`src/rtl/div_radix2_pkg.sv`:
```
// Shared definitions for the radix-2 restoring divider: state encodings,
// handshake levels, result field positions and the operand magnitude helper.
package div_radix2_pkg;

  typedef enum logic [1:0] {
    ST_IDLE    = 2'b00,
    ST_DIVZERO = 2'b01,
    ST_BUSY    = 2'b10,
    ST_END     = 2'b11
  } div_state_t;

  localparam logic DivStart          = 1'b1;
  localparam logic DivStop           = 1'b0;
  localparam logic DivResultReady    = 1'b1;
  localparam logic DivResultNotReady = 1'b0;

  localparam logic [31:0] ZeroWord = 32'h0000_0000;

  localparam int RemMsb = 63;
  localparam int RemLsb = 32;
  localparam int QuoMsb = 31;
  localparam int QuoLsb = 0;

  function automatic logic [31:0] abs_word(input logic [31:0] v, input logic is_signed);
    return (is_signed && v[31]) ? -v : v;
  endfunction

endpackage

```
`src/rtl/div_radix2_if.sv`:
```
// EX <-> divider handshake bundle. EX is the master (drives operands and
// start/annul), the divider is the slave (returns result/ready).
interface div_radix2_if;
  logic        signed_div_i;
  logic [31:0] opdata1_i;
  logic [31:0] opdata2_i;
  logic        start_i;
  logic        annul_i;
  logic [63:0] result_o;
  logic        ready_o;

  modport master (
    output signed_div_i, opdata1_i, opdata2_i, start_i, annul_i,
    input  result_o, ready_o
  );

  modport slave (
    input  signed_div_i, opdata1_i, opdata2_i, start_i, annul_i,
    output result_o, ready_o
  );
endinterface

```
`src/rtl/div_restore_step.sv`:
```
// One restoring-division iteration: shift the next dividend bit into the
// partial remainder and subtract the divisor if it fits.
module div_restore_step (
  input  logic [31:0] rem,
  input  logic        dvd_bit,
  input  logic [31:0] divisor,
  output logic [31:0] rem_next,
  output logic        q_bit
);

  // Full 33-bit shifted remainder so divisors above 2^31 stay exact.
  logic [32:0] shifted;
  logic [33:0] diff;

  assign shifted  = {rem, dvd_bit};
  assign diff     = {1'b0, shifted} - {2'b00, divisor};
  assign q_bit    = ~diff[33];
  assign rem_next = q_bit ? diff[31:0] : shifted[31:0];

endmodule

```
`src/rtl/div_radix2.sv`:
```
// Iterative radix-2 restoring divider, one quotient bit per cycle.
// Optional DIV_EARLY_OUT_EN: skip iterations when |dividend| < |divisor|.
module div_radix2
  import div_radix2_pkg::*;
#(
  parameter int WIDTH = 32,
  parameter int CNT_W = 6
) (
  input  logic         clk,
  input  logic         resetn,
  div_radix2_if.slave  bus
);

  localparam logic [CNT_W-1:0] LastCnt = CNT_W'(WIDTH);

  div_state_t       state;
  logic [CNT_W-1:0] cnt;
  logic [WIDTH-1:0] dvd;
  logic [WIDTH-1:0] dsr;
  logic [WIDTH-1:0] rem;
  logic [WIDTH-1:0] quo;
  logic             neg_dvd;
  logic             neg_dsr;
  logic [63:0]      result_r;
  logic             ready_r;

  logic [WIDTH-1:0] rem_next;
  logic             q_bit;
  logic [WIDTH-1:0] abs1;
  logic [WIDTH-1:0] abs2;

  assign abs1 = abs_word(bus.opdata1_i, bus.signed_div_i);
  assign abs2 = abs_word(bus.opdata2_i, bus.signed_div_i);

  div_restore_step u_step (
    .rem      (rem),
    .dvd_bit  (dvd[WIDTH-1]),
    .divisor  (dsr),
    .rem_next (rem_next),
    .q_bit    (q_bit)
  );

  assign bus.result_o = result_r;
  assign bus.ready_o  = ready_r;

  always_ff @(posedge clk or negedge resetn) begin
    if (!resetn) begin
      state    <= ST_IDLE;
      cnt      <= '0;
      dvd      <= ZeroWord;
      dsr      <= ZeroWord;
      rem      <= ZeroWord;
      quo      <= ZeroWord;
      neg_dvd  <= 1'b0;
      neg_dsr  <= 1'b0;
      result_r <= '0;
      ready_r  <= DivResultNotReady;
    end else if (bus.annul_i && state != ST_IDLE) begin
      state    <= ST_IDLE;
      result_r <= '0;
      ready_r  <= DivResultNotReady;
    end else begin
      case (state)
        ST_IDLE: begin
          if (bus.start_i == DivStart && !bus.annul_i) begin
            if (bus.opdata2_i == ZeroWord) begin
              state <= ST_DIVZERO;
            end else begin
              state   <= ST_BUSY;
              neg_dvd <= bus.signed_div_i & bus.opdata1_i[31];
              neg_dsr <= bus.signed_div_i & bus.opdata2_i[31];
              dvd     <= abs1;
              dsr     <= abs2;
              rem     <= ZeroWord;
              quo     <= ZeroWord;
              cnt     <= '0;
`ifdef DIV_EARLY_OUT_EN
              // Quotient is zero: park the dividend magnitude as remainder and
              // jump straight to the sign-correction cycle.
              if (abs1 < abs2) begin
                rem <= abs1;
                cnt <= LastCnt;
              end
`endif
            end
          end
        end
        ST_DIVZERO: begin
          state    <= ST_END;
          result_r <= '0;
          ready_r  <= DivResultReady;
        end
        ST_BUSY: begin
          if (cnt == LastCnt) begin
            state                    <= ST_END;
            result_r[RemMsb:RemLsb]  <= neg_dvd ? -rem : rem;
            result_r[QuoMsb:QuoLsb]  <= (neg_dvd ^ neg_dsr) ? -quo : quo;
            ready_r                  <= DivResultReady;
          end else begin
            rem <= rem_next;
            quo <= {quo[WIDTH-2:0], q_bit};
            dvd <= {dvd[WIDTH-2:0], 1'b0};
            cnt <= cnt + CNT_W'(1);
          end
        end
        ST_END: begin
          if (bus.start_i == DivStop) begin
            state    <= ST_IDLE;
            result_r <= '0;
            ready_r  <= DivResultNotReady;
          end
        end
        default: state <= ST_IDLE;
      endcase
    end
  end

endmodule

```
`src/flat_wrapper.sv`:
```
// flat-port wrapper written by rule: the top's interface ports become plain ports
module div_radix2_flat import div_radix2_pkg::*;
#(
  parameter int WIDTH = 32,
  parameter int CNT_W = 6
)
  (clk, resetn, bus_signed_div_i, bus_opdata1_i, bus_opdata2_i, bus_start_i, bus_annul_i, bus_result_o, bus_ready_o);
  div_radix2_if bus_i ();
  input  logic clk;
  input  logic resetn;
  input wire logic [$bits(bus_i.signed_div_i)-1:0] bus_signed_div_i;
  input wire logic [$bits(bus_i.opdata1_i)-1:0] bus_opdata1_i;
  input wire logic [$bits(bus_i.opdata2_i)-1:0] bus_opdata2_i;
  input wire logic [$bits(bus_i.start_i)-1:0] bus_start_i;
  input wire logic [$bits(bus_i.annul_i)-1:0] bus_annul_i;
  output wire logic [$bits(bus_i.result_o)-1:0] bus_result_o;
  output wire logic [$bits(bus_i.ready_o)-1:0] bus_ready_o;
  assign bus_i.signed_div_i = bus_signed_div_i;
  assign bus_i.opdata1_i = bus_opdata1_i;
  assign bus_i.opdata2_i = bus_opdata2_i;
  assign bus_i.start_i = bus_start_i;
  assign bus_i.annul_i = bus_annul_i;
  assign bus_result_o = bus_i.result_o;
  assign bus_ready_o = bus_i.ready_o;
  div_radix2 #(.WIDTH(WIDTH), .CNT_W(CNT_W)) u_core (.clk(clk), .resetn(resetn), .bus(bus_i));
endmodule
```
`config.mk`:
```
export PLATFORM = sky130hd
export DESIGN_NAME = div_radix2_flat
export DESIGN_NICKNAME = d
export VERILOG_FILES = /design/src/rtl/div_radix2_pkg.sv /design/src/rtl/div_radix2_if.sv /design/src/rtl/div_restore_step.sv /design/src/rtl/div_radix2.sv /design/src/flat_wrapper.sv
export SDC_FILE = /design/constraint.sdc
export NUM_CORES = 1
export LEC_CHECK = 0
export ABC_AREA = 0
export CAP_MARGIN = 5
export CORE_MARGIN = 5
export CORE_UTILIZATION = 35
export CTS_BUF_LIST = sky130_fd_sc_hd__clkbuf_8
export CTS_CLUSTER_DIAMETER = 150
export DETAILED_ROUTE_END_ITERATION = 10
export PLACE_DENSITY = 0.53
export SLEW_MARGIN = 20
export SYNTH_ARGS = -nofsm -noshare
export SYNTH_HDL_FRONTEND = slang
export SYNTH_SLANG_ARGS = --single-unit
```
`constraint.sdc`:
```
create_clock -name clk -period 3.9 [get_ports clk]
set_clock_uncertainty 0.1 [all_clocks]
set_input_delay 1.17 -clock clk [delete_from_list [all_inputs] [get_ports clk]]
set_output_delay 1.17 -clock clk [all_outputs]
set_load 0.02 [all_outputs]
```
==> results.md, run 1 <==
- The flow ran to the end, and the final reports show no timing, DRC or antenna violations.
- The synthesized netlist occupies a cell area of 0.0125 mm².
- After layout, the minimum clock period comes to 3.54 ns.
- The synthesis-to-finish area growth is 26.5%.
- The number of buffers added to fix hold violations after cts is 0.
- The share of flip-flops with an asynchronous set or reset is 1.00.
- The residual antenna-violating net count after detailed routing is 0.
- The number of buffers added by the clock tree synthesis step is 39.
- Setup repair after global routing left no endpoint under its margin.
- In this run the power spent charging and discharging nets is 5.64 mW.
- Yosys printed 0 warnings.
- The area of the multi-input gates is 0.00685 mm².
- After the flow finishes, the layout carries non-filler instances totaling 2,152.
- Synthesis inferred 203 register bits.
- The count of cell types in the netlist is 65.
- The switching share of power is 0.449.
- For the pin with the worst max-slew slack, the measured transition is 0.852 ns.
- Each instance of the synthesized netlist takes up on average 8.46 µm².
- The most used flip-flop cell after synthesis is sky130_fd_sc_hd__dfrtp_1.
- Of the total power, registers draw 0.266.
- The number of placement rows is 69.
- The total DRC errors in the routed layout is 0.
- The clock transition at the registers of the reported paths is 0.06 ns.
- Sorting the synthesized cells by how often they occur yields sky130_fd_sc_hd__nand2_1, sky130_fd_sc_hd__o21ai_0, sky130_fd_sc_hd__dfrtp_1.
- Of the post-synthesis cell area, the dominant cell type holds 0.407.
- Across the whole layout, storage elements account for 0.00508 mm².
- Yosys mapped a number of flops with a built-in enable equal to 0.
- The class of the most critical setup path is primary input to register.
- The via count of the first global-routing pass was 10,500.
- VDD sags by at most 492 µV.
- In this run the number of H-tree levels came out at 2.
- In this run the power density over the cells is 796 mW/mm².
- Ranked by total cell area, the synthesized netlist is headed by sky130_fd_sc_hd__dfrtp_1, sky130_fd_sc_hd__o21ai_0, sky130_fd_sc_hd__nand2_1.
- Counting every sink on the clock net gives 203.
- The routability-driven placement congestion ratio is 0.844.
- In this run the vertical extent of the chip is 199 µm.
- Summed over all nets, the half-perimeter wirelength after detailed placement is 24,400 µm.
- Among all cell types in the netlist, the one instantiated most often is sky130_fd_sc_hd__nand2_1.
- The total nets after synthesis is 1,588.
- After clock tree synthesis, the setup repair step added 0 buffers.
- The number of instances resized during post-cts repair is 0.
- The total number of nets in the final design is 1,772.
- In the routed layout, each cell is associated on average with a via count of 4.99.
- The count of pins over their slew limit was 0.
- Setup total negative slack on the finished layout was measured at 0 ns.
- The width of the die is 199 µm.
- The final routed wire length divided by cell count is 15.2 µm.
- The number of antenna diodes is 0.
- The fraction of final layout cells with drive strength greater than 1 is 0.105.
- The largest fanout on the critical path is 3.
- At the placement stage, the worst setup path has a slack of -0.168 ns.
- The number of placed I/O pins is 134.
- The startpoint type of the worst setup path is a primary input.
- The slack of the critical path is 0.359 ns.
- The worst hold path was traced through 2 stages.
- The root buffer cell chosen for the clock tree is sky130_fd_sc_hd__clkbuf_8.
- Synthesis handed over a netlist of 1,476 instances.
- Summed over all instances, the cell type with the most area after synthesis is sky130_fd_sc_hd__dfrtp_1.
- The share of total power dissipated in the clock network is 0.189.
- The maximum operating frequency is 282 MHz.
- The filler cells instantiated in the layout total 3,517.
- The maximum number of pins on one net before global-route repair is 86.
- After global routing the overflow that remains totals 0.
- TritonCTS built the clock tree.
- Counting along the longest clock path gives a buffer depth of 3.
- In this run, placement finished with an instance count of 2,080.
- Summed over all layers, the routed wires come to 32,800 µm.
- Setup violations remaining at the end of the flow were counted as 0.
- Port buffering added 133 buffers.
- For this run, the share of the core covered by cells in the final layout is 0.446.
- Across the run, the number of max-cap violations was 0.
- For the worst flop-to-flop path, the logic depth is 12.
- Across every metal layer, demand over resource in global routing totals 0.165.
- The starting density of the core is 0.353.
- The die outline area is 0.0395 mm².
- The sequential element share of the synthesized area is 0.407.
- STA classifies the critical path endpoint as a register.
- The core region is 0.0354 mm².
- The initial antenna violation count is 0.
- The via count is 10,700.
- The worst hold path class is register to register.
- The internal power of the cells totals 6.93 mW.
- The first detailed-routing pass ran for 5 iterations.
- The wire length of the first global-routing pass is 54,600 µm.
- The worst slew margin relative to its limit is 0.432.
- The later-pin clock latency in the skew report is 0.54 ns.
- Data arrives at the worst endpoint at 3.84 ns.
- The data required time of the worst path is 4.19 ns.
- The violation count after the first detailed-routing iteration is 679.
- In the finished design, the share of the clock period the worst path needs comes to 0.908.
- The final-report hold violation count is 0.
- The combinational power share is 0.545.
- The cell leakage power is 7.13 nW.
-- placed cells by master (no fill, tap or decap), types with 4 or more instances in the layout --
cell type                         netlist  final
sky130_fd_sc_hd__xor2_1                86     86
sky130_fd_sc_hd__buf_12                 0     11
sky130_fd_sc_hd__dfrtp_1              203    203
sky130_fd_sc_hd__nor3_1                19     19
sky130_fd_sc_hd__or3_1                 14     14
sky130_fd_sc_hd__a211oi_1               6      6
sky130_fd_sc_hd__a21oi_1              103    103
sky130_fd_sc_hd__clkinv_2               0      4
sky130_fd_sc_hd__nand3_1               18     17
sky130_fd_sc_hd__clkbuf_8               0     54
sky130_fd_sc_hd__and2_1                 6      6
sky130_fd_sc_hd__nor4_1                 6      6
sky130_fd_sc_hd__a32oi_1                7      7
sky130_fd_sc_hd__o41ai_1               15     15
sky130_fd_sc_hd__xnor2_1               61     61
sky130_fd_sc_hd__nand2b_1               9      9
sky130_fd_sc_hd__o31ai_1               27     27
sky130_fd_sc_hd__inv_1                 55     62
sky130_fd_sc_hd__nor2_1                88     88
sky130_fd_sc_hd__nand4_1                8      8
sky130_fd_sc_hd__ha_1                  42     41
sky130_fd_sc_hd__nor2b_1                7      7
sky130_fd_sc_hd__clkdlybuf4s50_1        0    132
sky130_fd_sc_hd__o211ai_1               4      4
sky130_fd_sc_hd__a21o_1                15     15
sky130_fd_sc_hd__o21a_1                 5      5
sky130_fd_sc_hd__o21ai_0              223    223
sky130_fd_sc_hd__nand2_1              266    266
sky130_fd_sc_hd__or4_1                 11     11
sky130_fd_sc_hd__buf_4                 15     81
sky130_fd_sc_hd__a31oi_1                6      6
sky130_fd_sc_hd__mux2i_1               31     31
-- layer usage --
metal / track usage / share of wire / vias to the layer above
li1: - / - / 5517
met1: 0.255 / 0.53 / 4992
met2: 0.242 / 0.42 / 188
met4: 0.0352 / 0.014 / 0
met5: 0 / 0 / -
met3: 0.0268 / 0.041 / 35
-- critical path, cell delays in order --
cell and delay (ns):
sky130_fd_sc_hd__clkdlybuf4s50_1 0.42, sky130_fd_sc_hd__or4_4 0.54, sky130_fd_sc_hd__or3_4 0.35, sky130_fd_sc_hd__or3_4 0.36
sky130_fd_sc_hd__o41ai_4 0.31, sky130_fd_sc_hd__buf_4 0.17, sky130_fd_sc_hd__o21ai_2 0.06, sky130_fd_sc_hd__xnor2_1 0.16
sky130_fd_sc_hd__nor2_1 0.06, sky130_fd_sc_hd__a21oi_1 0.13, sky130_fd_sc_hd__o21ai_0 0.09
-- cell type report --
class | count | area share
Inverter | 56 | 0.0133
Multi-Input combinational cell | 1135 | 0.434
Sequential cell | 203 | 0.322
Clock buffer | 53 | 0.0462
Tap cell | 461 | 0.0365
Clock inverter | 19 | 0.0116
Timing Repair Buffer | 225 | 0.137
-- sequential cells by signal, summed over array words and instances, names as in the netlist --
register / flops
u_core.dvd: 32
u_core.quo: 32
u_core.cnt: 6
u_core.dsr: 32
u_core.neg_dvd: 1
u_core.bus.ready_o: 1
u_core.neg_dsr: 1
u_core.rem: 32
u_core.bus.result_o: 64
u_core.state: 2
-- power groups by stage --
| stage | sequential [mW] | combinational [mW] | clock, mW |
|---|---|---|---|
| 3_5_place_dp | 3.38 | 6.90 | 0 |
| 6_report | 3.34 | 6.85 | 2.38 |
| 3_3_place_gp | 3.36 | 6.80 | 0 |
| 4_1_cts | 3.34 | 6.92 | 2.47 |
| 2_1_floorplan | 3.39 | 4.76 | 0 |
| 5_1_grt | 3.44 | 7.74 | 2.57 |
-- through the flow --
step	hold WS (ns)	instance area (µm²)	power (mW)
floorplan	0.342	12500	8.15
global placement	0.357	14900	10.2
detailed placement	0.363	14900	10.3
CTS	0.377	15800	12.7
global route	0.403	15800	13.8
finish	0.375	15800	12.6
-- path summary, 6_finish.rpt --
check                                         from                       to  slack [ns]
setup / recovery                  bus_opdata1_i[8]           u_core.dvd[24]        0.36
hold / removal             u_core.bus.result_o[47]  u_core.bus.result_o[47]        0.37
setup reg to reg                     u_core.rem[2]            u_core.rem[1]        0.41
hold reg to reg            u_core.bus.result_o[47]  u_core.bus.result_o[47]        0.37
max in group asynchronous                   resetn  u_core.bus.result_o[18]        2.43
min in group asynchronous                   resetn  u_core.bus.result_o[34]        0.53
-- cells by family (layout without fill, tap and decap cells) --
logic type               count (synthesis)  in the layout  share of synthesized area
flip-flops                             203            203                      0.407
AO/OA/AOI/OAI                          445            445                      0.209
multiplexers                            31             31                     0.0249
adder cells (fa/ha/maj)                 43             43                     0.0437
AND/OR/NAND/NOR                        469            469                      0.166
XOR/XNOR                               147            147                      0.103
buffers and inverters                  138            353                     0.0465
Note: power is estimated with default switching activity, not from simulation.
==> run 2: changes to the inputs <==
Settings changed: SKIP_CTS_REPAIR_TIMING from default to 1.
==> results of run 2 <==
No change in the layout: final DEF, timing and power equal those of run 1.
